$ cat config.mk
export PLATFORM = sky130hd
export DESIGN_NAME = uart_tx_engine
export DESIGN_NICKNAME = d
export VERILOG_FILES = /design/src/rtl/uart_tx_engine.sv
export SDC_FILE = /design/constraint.sdc
export NUM_CORES = 1
export LEC_CHECK = 0
export ABC_AREA = 1
export CORE_ASPECT_RATIO = 0.5
export CORE_MARGIN = 1
export CORE_UTILIZATION = 50
export DETAILED_ROUTE_END_ITERATION = 8
export PLACE_DENSITY = 0.81
export SYNTH_ARGS = -nofsm -noshare
export SYNTH_HDL_FRONTEND = slang
export SYNTH_SLANG_ARGS = --single-unit
export TNS_END_PERCENT = 1
$ cat constraint.sdc
create_clock -name clk -period 2.7 [get_ports clk]
set_input_delay 0.675 -clock clk [delete_from_list [all_inputs] [get_ports clk]]
set_output_delay 0.675 -clock clk [all_outputs]
set_load 0.1 [all_outputs]
$ cat src/rtl/uart_tx_engine.sv
`timescale 1ns/1ps
`default_nettype none
// ============================================================================
// Module   : uart_tx_engine
// Purpose  : UART transmit path. TX FIFO, programmable baud divider,
//            5..DATA_W data bits, parity, 1/2 stop bits, break and CTS.
//            Optional FIFO threshold pulse enabled by macro UART_TX_TRIG_EN.
// Revision : 1.0  initial release
// ============================================================================
module uart_tx_engine #(
   parameter int DATA_W     = 8,
   parameter int FIFO_DEPTH = 16,
   parameter int DIV_W      = 16
) (
   input  logic                          clk,
   input  logic                          rst_n,
   input  logic                          enable_i,
   input  logic [DIV_W-1:0]              div_i,
   input  logic [3:0]                    dbits_i,
   input  logic [1:0]                    par_i,
   input  logic                          stop2_i,
   input  logic                          txbrk_i,
   input  logic                          cts_i,
   input  logic                          wr_valid_i,
   input  logic [DATA_W-1:0]             wr_data_i,
   output logic                          wr_ready_o,
   output logic [$clog2(FIFO_DEPTH):0]   fifo_level_o,
   output logic                          busy_o,
   output logic                          tx_empty_o,
`ifdef UART_TX_TRIG_EN
   input  logic [$clog2(FIFO_DEPTH):0]   trig_lvl_i,
   output logic                          tx_trig_o,
`endif
   output logic                          txd_o
);

   localparam int         AW       = $clog2(FIFO_DEPTH);
   localparam int         LW       = AW + 1;
   localparam logic [LW-1:0] FULL_LVL = LW'(FIFO_DEPTH);
   localparam logic [3:0] MINBITS  = 4'd5;
   localparam logic [3:0] MAXBITS  = 4'(DATA_W);

   localparam logic [2:0] S_IDLE   = 3'd0;
   localparam logic [2:0] S_START  = 3'd1;
   localparam logic [2:0] S_DATA   = 3'd2;
   localparam logic [2:0] S_PARITY = 3'd3;
   localparam logic [2:0] S_STOP   = 3'd4;
   localparam logic [2:0] S_STOP2  = 3'd5;

   // ------------------------------------------------------------------------
   // TX FIFO
   // ------------------------------------------------------------------------
   logic [DATA_W-1:0] mem_q [FIFO_DEPTH];
   logic [AW-1:0]     wptr_q, rptr_q;
   logic [LW-1:0]     level_q, level_d;
   logic              push, pop;
   logic              fifo_ne;
   logic [DATA_W-1:0] head_data;

   assign wr_ready_o   = (level_q != FULL_LVL);
   assign push         = wr_valid_i & wr_ready_o & enable_i;
   assign fifo_ne      = (level_q != '0);
   assign head_data    = mem_q[rptr_q];
   assign fifo_level_o = level_q;

   always_ff @(posedge clk) begin
      if (push) begin
         mem_q[wptr_q] <= wr_data_i;
      end
   end

   always_comb begin
      level_d = level_q;
      if (!enable_i) begin
         level_d = '0;
      end else if (push && !pop) begin
         level_d = level_q + LW'(1);
      end else if (pop && !push) begin
         level_d = level_q - LW'(1);
      end
   end

   always_ff @(posedge clk or negedge rst_n) begin
      if (!rst_n) begin
         wptr_q  <= '0;
         rptr_q  <= '0;
         level_q <= '0;
      end else if (!enable_i) begin
         wptr_q  <= '0;
         rptr_q  <= '0;
         level_q <= '0;
      end else begin
         if (push) begin
            wptr_q <= wptr_q + AW'(1);
         end
         if (pop) begin
            rptr_q <= rptr_q + AW'(1);
         end
         level_q <= level_d;
      end
   end

   // ------------------------------------------------------------------------
   // Frame configuration captured at pop time
   // ------------------------------------------------------------------------
   logic [3:0] nbits_clamp;
   logic       head_par;

   always_comb begin
      nbits_clamp = dbits_i;
      if (dbits_i < MINBITS) begin
         nbits_clamp = MINBITS;
      end else if (dbits_i > MAXBITS) begin
         nbits_clamp = MAXBITS;
      end
   end

   // Parity covers only the bits that will actually be shifted out
   always_comb begin
      head_par = 1'b0;
      for (int i = 0; i < DATA_W; i++) begin
         if (i < int'(nbits_clamp)) begin
            head_par = head_par ^ head_data[i];
         end
      end
   end

   // ------------------------------------------------------------------------
   // Transmit FSM
   // ------------------------------------------------------------------------
   logic [2:0]        state_q, state_d;
   logic [DIV_W-1:0]  cnt_q, cnt_d;
   logic [3:0]        bit_q, bit_d;
   logic [3:0]        nbits_q, nbits_d;
   logic [DATA_W-1:0] shr_q, shr_d;
   logic              parbit_q, parbit_d;
   logic              paren_q, paren_d;
   logic              stop2_q, stop2_d;
   logic              brk_q;
   logic              txd_q, txd_d;
   logic              pop_ok, bit_end, start;

   // brk_q holds off the first pop after a break so the line marks high first
   assign pop_ok  = fifo_ne & cts_i & ~txbrk_i & ~brk_q & enable_i;
   assign bit_end = (cnt_q == '0);
   assign pop     = start;

   always_comb begin
      state_d  = state_q;
      cnt_d    = cnt_q;
      bit_d    = bit_q;
      shr_d    = shr_q;
      nbits_d  = nbits_q;
      parbit_d = parbit_q;
      paren_d  = paren_q;
      stop2_d  = stop2_q;
      start    = 1'b0;
      if (!enable_i) begin
         state_d = S_IDLE;
         cnt_d   = '0;
         bit_d   = '0;
      end else if (state_q == S_IDLE) begin
         start = pop_ok;
      end else if (!bit_end) begin
         cnt_d = cnt_q - DIV_W'(1);
      end else begin
         cnt_d = div_i;
         case (state_q)
            S_START: begin
               state_d = S_DATA;
               bit_d   = '0;
            end
            S_DATA: begin
               if (bit_q == nbits_q - 4'd1) begin
                  state_d = paren_q ? S_PARITY : S_STOP;
               end else begin
                  bit_d = bit_q + 4'd1;
                  shr_d = {1'b0, shr_q[DATA_W-1:1]};
               end
            end
            S_PARITY: state_d = S_STOP;
            S_STOP: begin
               if (stop2_q) begin
                  state_d = S_STOP2;
               end else begin
                  state_d = S_IDLE;
                  start   = pop_ok;
               end
            end
            S_STOP2: begin
               state_d = S_IDLE;
               start   = pop_ok;
            end
            default: state_d = S_IDLE;
         endcase
      end
      if (start) begin
         state_d  = S_START;
         cnt_d    = div_i;
         bit_d    = '0;
         shr_d    = head_data;
         nbits_d  = nbits_clamp;
         parbit_d = head_par ^ par_i[1];
         paren_d  = par_i[1] ^ par_i[0];
         stop2_d  = stop2_i;
      end
   end

   // Line level is registered from the next state so txd_o never glitches
   always_comb begin
      case (state_d)
         S_IDLE:   txd_d = ~(txbrk_i & enable_i);
         S_START:  txd_d = 1'b0;
         S_DATA:   txd_d = shr_d[0];
         S_PARITY: txd_d = parbit_q;
         default:  txd_d = 1'b1;
      endcase
   end

   always_ff @(posedge clk or negedge rst_n) begin
      if (!rst_n) begin
         state_q  <= S_IDLE;
         cnt_q    <= '0;
         bit_q    <= '0;
         nbits_q  <= MINBITS;
         shr_q    <= '0;
         parbit_q <= 1'b0;
         paren_q  <= 1'b0;
         stop2_q  <= 1'b0;
         brk_q    <= 1'b0;
         txd_q    <= 1'b1;
      end else begin
         state_q  <= state_d;
         cnt_q    <= cnt_d;
         bit_q    <= bit_d;
         nbits_q  <= nbits_d;
         shr_q    <= shr_d;
         parbit_q <= parbit_d;
         paren_q  <= paren_d;
         stop2_q  <= stop2_d;
         brk_q    <= txbrk_i;
         txd_q    <= txd_d;
      end
   end

   assign txd_o      = txd_q;
   assign busy_o     = (state_q != S_IDLE);
   assign tx_empty_o = ~fifo_ne & (state_q == S_IDLE);

   // ------------------------------------------------------------------------
   // FIFO threshold pulse
   // ------------------------------------------------------------------------
`ifdef UART_TX_TRIG_EN
   logic trig_q;

   // Gated by enable_i so a flush never reads as a drain through the threshold
   always_ff @(posedge clk or negedge rst_n) begin
      if (!rst_n) begin
         trig_q <= 1'b0;
      end else begin
         trig_q <= enable_i && (level_q > trig_lvl_i) && (level_d <= trig_lvl_i);
      end
   end

   assign tx_trig_o = trig_q;
`else
   // No threshold logic in this build
`endif

endmodule
`default_nettype wire

==> results of run 1 <==
cell usage after synthesis (all sizes together):
cell type and number:
o311ai 1, inv 104, edfxtp 128, o21a 1, nor3 10, clkbuf 11, o211ai 7, ha 11
xor2 13, nand3b 3, nand3 71, buf 24, clkinv 4, dfstp 3, a21oi 35, fa 1
o21ai 78, dfrtp 50, a31oi 9, xnor2 7, nand4 9, nor4 2, nor2 97, or2 4
a211oi 1, nand2 292
power by group through the flow:
stage	Combinational [W]	Sequential (W)	Clock [W]
2_1_floorplan	0.00186	0.00369	0
3_3_place_gp	0.00276	0.00355	0
3_5_place_dp	0.00285	0.00355	0
4_1_cts	0.00288	0.00350	0.00256
5_1_grt	0.00327	0.00355	0.00266
6_report	0.00296	0.00351	0.00255
metal layers:
layer	vias to the layer above	part of all wire [%]	wire, microns
li1	3387	-	-
met1	3368	40	8774
met2	369	49	10830
met3	78	7.9	1742
met4	0	3.5	773
met5	-	0	0
final timing paths:
path / end / slack (ns) / depth (start not counted)
setup / recovery: fifo_level_o[4]$_DFFE_PN0P_ / 0.15 / 17
hold / removal: wptr_q[2]$_DFFE_PN0P_ / 0.24 / 1
setup reg to reg: fifo_level_o[4]$_DFFE_PN0P_ / 0.15 / 17
hold reg to reg: nbits_q[0]$_DFFE_PN1P_ / 0.51 / 2
max in group asynchronous: txd_o$_DFF_PN1_ / 1.75 / 2
min in group clk: nbits_q[0]$_DFFE_PN1P_ / 0.51 / 2
critical path, stage by stage (launching register included):
cell	delay [ns]
dfrtp_1	0.39
inv_1	0.12
ha_4	0.17
nand4_4	0.14
nor2_4	0.20
nand4_4	0.11
nor2_2	0.12
nor2_2	0.06
nor2_4	0.11
nor2_2	0.06
nand2_4	0.06
ha_1	0.25
a21oi_1	0.16
nand2_1	0.07
xor2_1	0.15
xor2_1	0.16
nand2_1	0.06
nand2_1	0.04
state kept, by name, indices dropped and copies added, names as in the netlist, 3 cells and up:
name / flops
wptr_q: 4
mem_q: 128
cnt_q: 16
bit_q: 4
nbits_q: 4
shr_q: 8
fifo_level_o: 5
rptr_q: 4
state_q: 3
cell type report:
class,count,area [sq um]
timing repair buffer,99,878.3
sequential,181,5181
clock buffer,17,425.4
fill,1296,6346
multi-input combinational,652,3123
inverter,108,410.4
tap,227,284.0
clock inverter,15,197.7
timing repair:
| action | in CTS | in global routing |
|---|---|---|
| endpoints found under the setup margin | 1 | 9 |
| gates resized for setup | 1 | 7 |
| pin swaps | 0 | 2 |
| buffers inserted | 0 | 2 |
stage by stage:
stage / hold WS [ns] / setup WS (ns) / utilization (%) / total power (W)
3_3_place_gp: 0.4766 / -0.1584 / 58.32 / 0.006307
3_5_place_dp: 0.4949 / -0.2058 / 58.32 / 0.006403
2_1_floorplan: 0.3794 / -0.2214 / - / 0.005550
5_1_grt: 0.2840 / 0.01114 / 62.33 / 0.009477
4_1_cts: 0.2452 / 0.02951 / 62.02 / 0.008940
6_report: 0.2382 / 0.1541 / 62.33 / 0.009021
cell families after synthesis:
logic type	count (synthesis)	synth area share [%]
flip-flops	181	58.43
AO/OA/AOI/OAI	132	7.927
adder cells (fa/ha/maj)	12	1.780
XOR/XNOR	20	1.978
AND/OR/NAND/NOR	488	23.10
buffers and inverters	143	6.782
==> key figures, run 1 <==
Status
  • Outcome: completed

Placement
  • DP Cell Count: 1265
  • Dpl hpwl: between 10000 and 15000 microns
  • I/O Buffers: 45
  • Cell Area, Placed: about 9800 sq um
  • Placer Congestion: between 0.8 and 0.9

Critical path
  • Critical Path Source: cnt_q[1]$_DFFE_PN0N_
  • CP Launch Type: flip-flop
  • Critical-path maximum fanout: 3
  • Crit path DAT: between 2 and 3 ns
  • FF-to-FF Start: cnt_q[1]$_DFFE_PN0N_
  • Critical path type: reg2reg
  • Critical Path RT: roughly 3 ns
  • Crit end category: flip-flop

Routing
  • DRT Pass-1 Iters: 5
  • DRC errors left: 0
  • DR iter-0 viols: between 700 and 800
  • Via/cell ratio: about 5.5
  • Antenna-violating nets left: 0
  • WL per Instance: 17.03 microns
  • Final wirelength: 22120 microns
  • Routed vias: a little over 7000

Timing
  • Final Max Slew Viols: 0
  • RSZ-0062 raised after global routing: false
  • Fin crit period: about 2.5 ns
  • Slew margin rel.: ~50%
  • Final setup vio count: 0
  • Final period util: about 94%
  • TNS Setup: 0 ns
  • Least-Margin Pin Slew: between 0.7 and 0.8 ns
  • Final Hold Fails: 0
  • Maximum clock frequency: a little under 0.4 GHz
  • Clock Skew: approximately 0.019 ns

Clock tree
  • Clock tree buffer depth: 2
  • TritonCTS buffer count: 17
  • Clk slew on worst S/H paths: around 0.080 ns
  • Hold_buf cts: 0
  • Root Driver: clkbuf_16
  • H-tree levels: 4
  • Clk_lat worst skew: roughly 0.45 ns
  • Sink Count: between 150 and 200
  • TritonCTS clock tree: yes

Logic synthesis
  • Syn Nets: 1025
  • Post-synthesis sequential area ratio: 58.43%
  • Cells after Synth: 976
  • Mapped cell area: 8855 sq um
  • Ys Warns: 0
  • Top-area cell type share of the netlist area: 43.41%
  • Post-synth top area cell: edfxtp_1
  • Synth cell types: 39
  • Number of synthesized register bits: approximately 180
  • Synth area leaders: edfxtp_1 (43%), dfrtp_1 (14%), nand2_1 (12%)
  • Avg Inst Size Synth: approximately 9 sq um

Job
  • Max Cap Violations: 0

Power and ir drop
  • Lkg Pwr: roughly 4.5 nW
  • Logic gate share of total power: between 30% and 40%
  • P_int: 0.005566 W
  • Clock power frac: 28.3%
  • Power density cells: about 860 nW/um^2
  • Sequential Power Share: ~39%
  • Peak supply drop: roughly 0.4 mV
  • Sw power: around 0.0035 W
  • Sw Ratio: between 30% and 40%

Global routing
  • Gr usage total: 25.16%
  • Initial antenna violation count: 0
  • Met1 usage in global routing: 30.77%
  • Busiest grt layer: met2
  • Met3 usage: 4.192%
  • Vias in the first global route: ~7000
  • First-pass GRT wire length: roughly 35000 microns
  • Grt ovf: 0
  • GR Util met2: between 40 and 50%
  • Largest net degree at the start of global routing: 50

Final layout
  • ANT cells: 0
  • Final net count: about 1100
  • Proportion of layout cells with a drive suffix above 1: roughly an eighth
  • Commonest cells after routing, fill and taps aside: nand2_1 (288), edfxtp_1 (128), inv_1 (101)
  • Area Overhead vs Synth: 18.58%
  • Finished Cell Area: 10500 sq um
  • Most common cell after layout, fill and taps aside: nand2_1
  • Final Non-Filler Cells: approximately 1300

Min path
  • Hold crit path type: in2async

Floorplanning
  • Initial Util: 52.56%
  • # IOs: 46
  • Standard-cell rows: 33
  • Die ar.: roughly 18000 sq um
  • Core ar.: between 15000 and 20000 sq um
  • Die W: around 190 microns
  • DIE HEIGHT: around 96 microns
(Power assumes the default switching activity.)
==> run 2, diff against run 1 <==
--- a/config.mk
+++ b/config.mk
@@ -10,6 +10,7 @@
 export CORE_MARGIN = 1
 export CORE_UTILIZATION = 50
 export DETAILED_ROUTE_END_ITERATION = 8
+export HOLD_SLACK_MARGIN = 0.05
 export PLACE_DENSITY = 0.81
 export SYNTH_ARGS = -nofsm -noshare
 export SYNTH_HDL_FRONTEND = slang
==> results of run 2 <==
No change in the layout: final DEF, timing and power equal those of run 1.
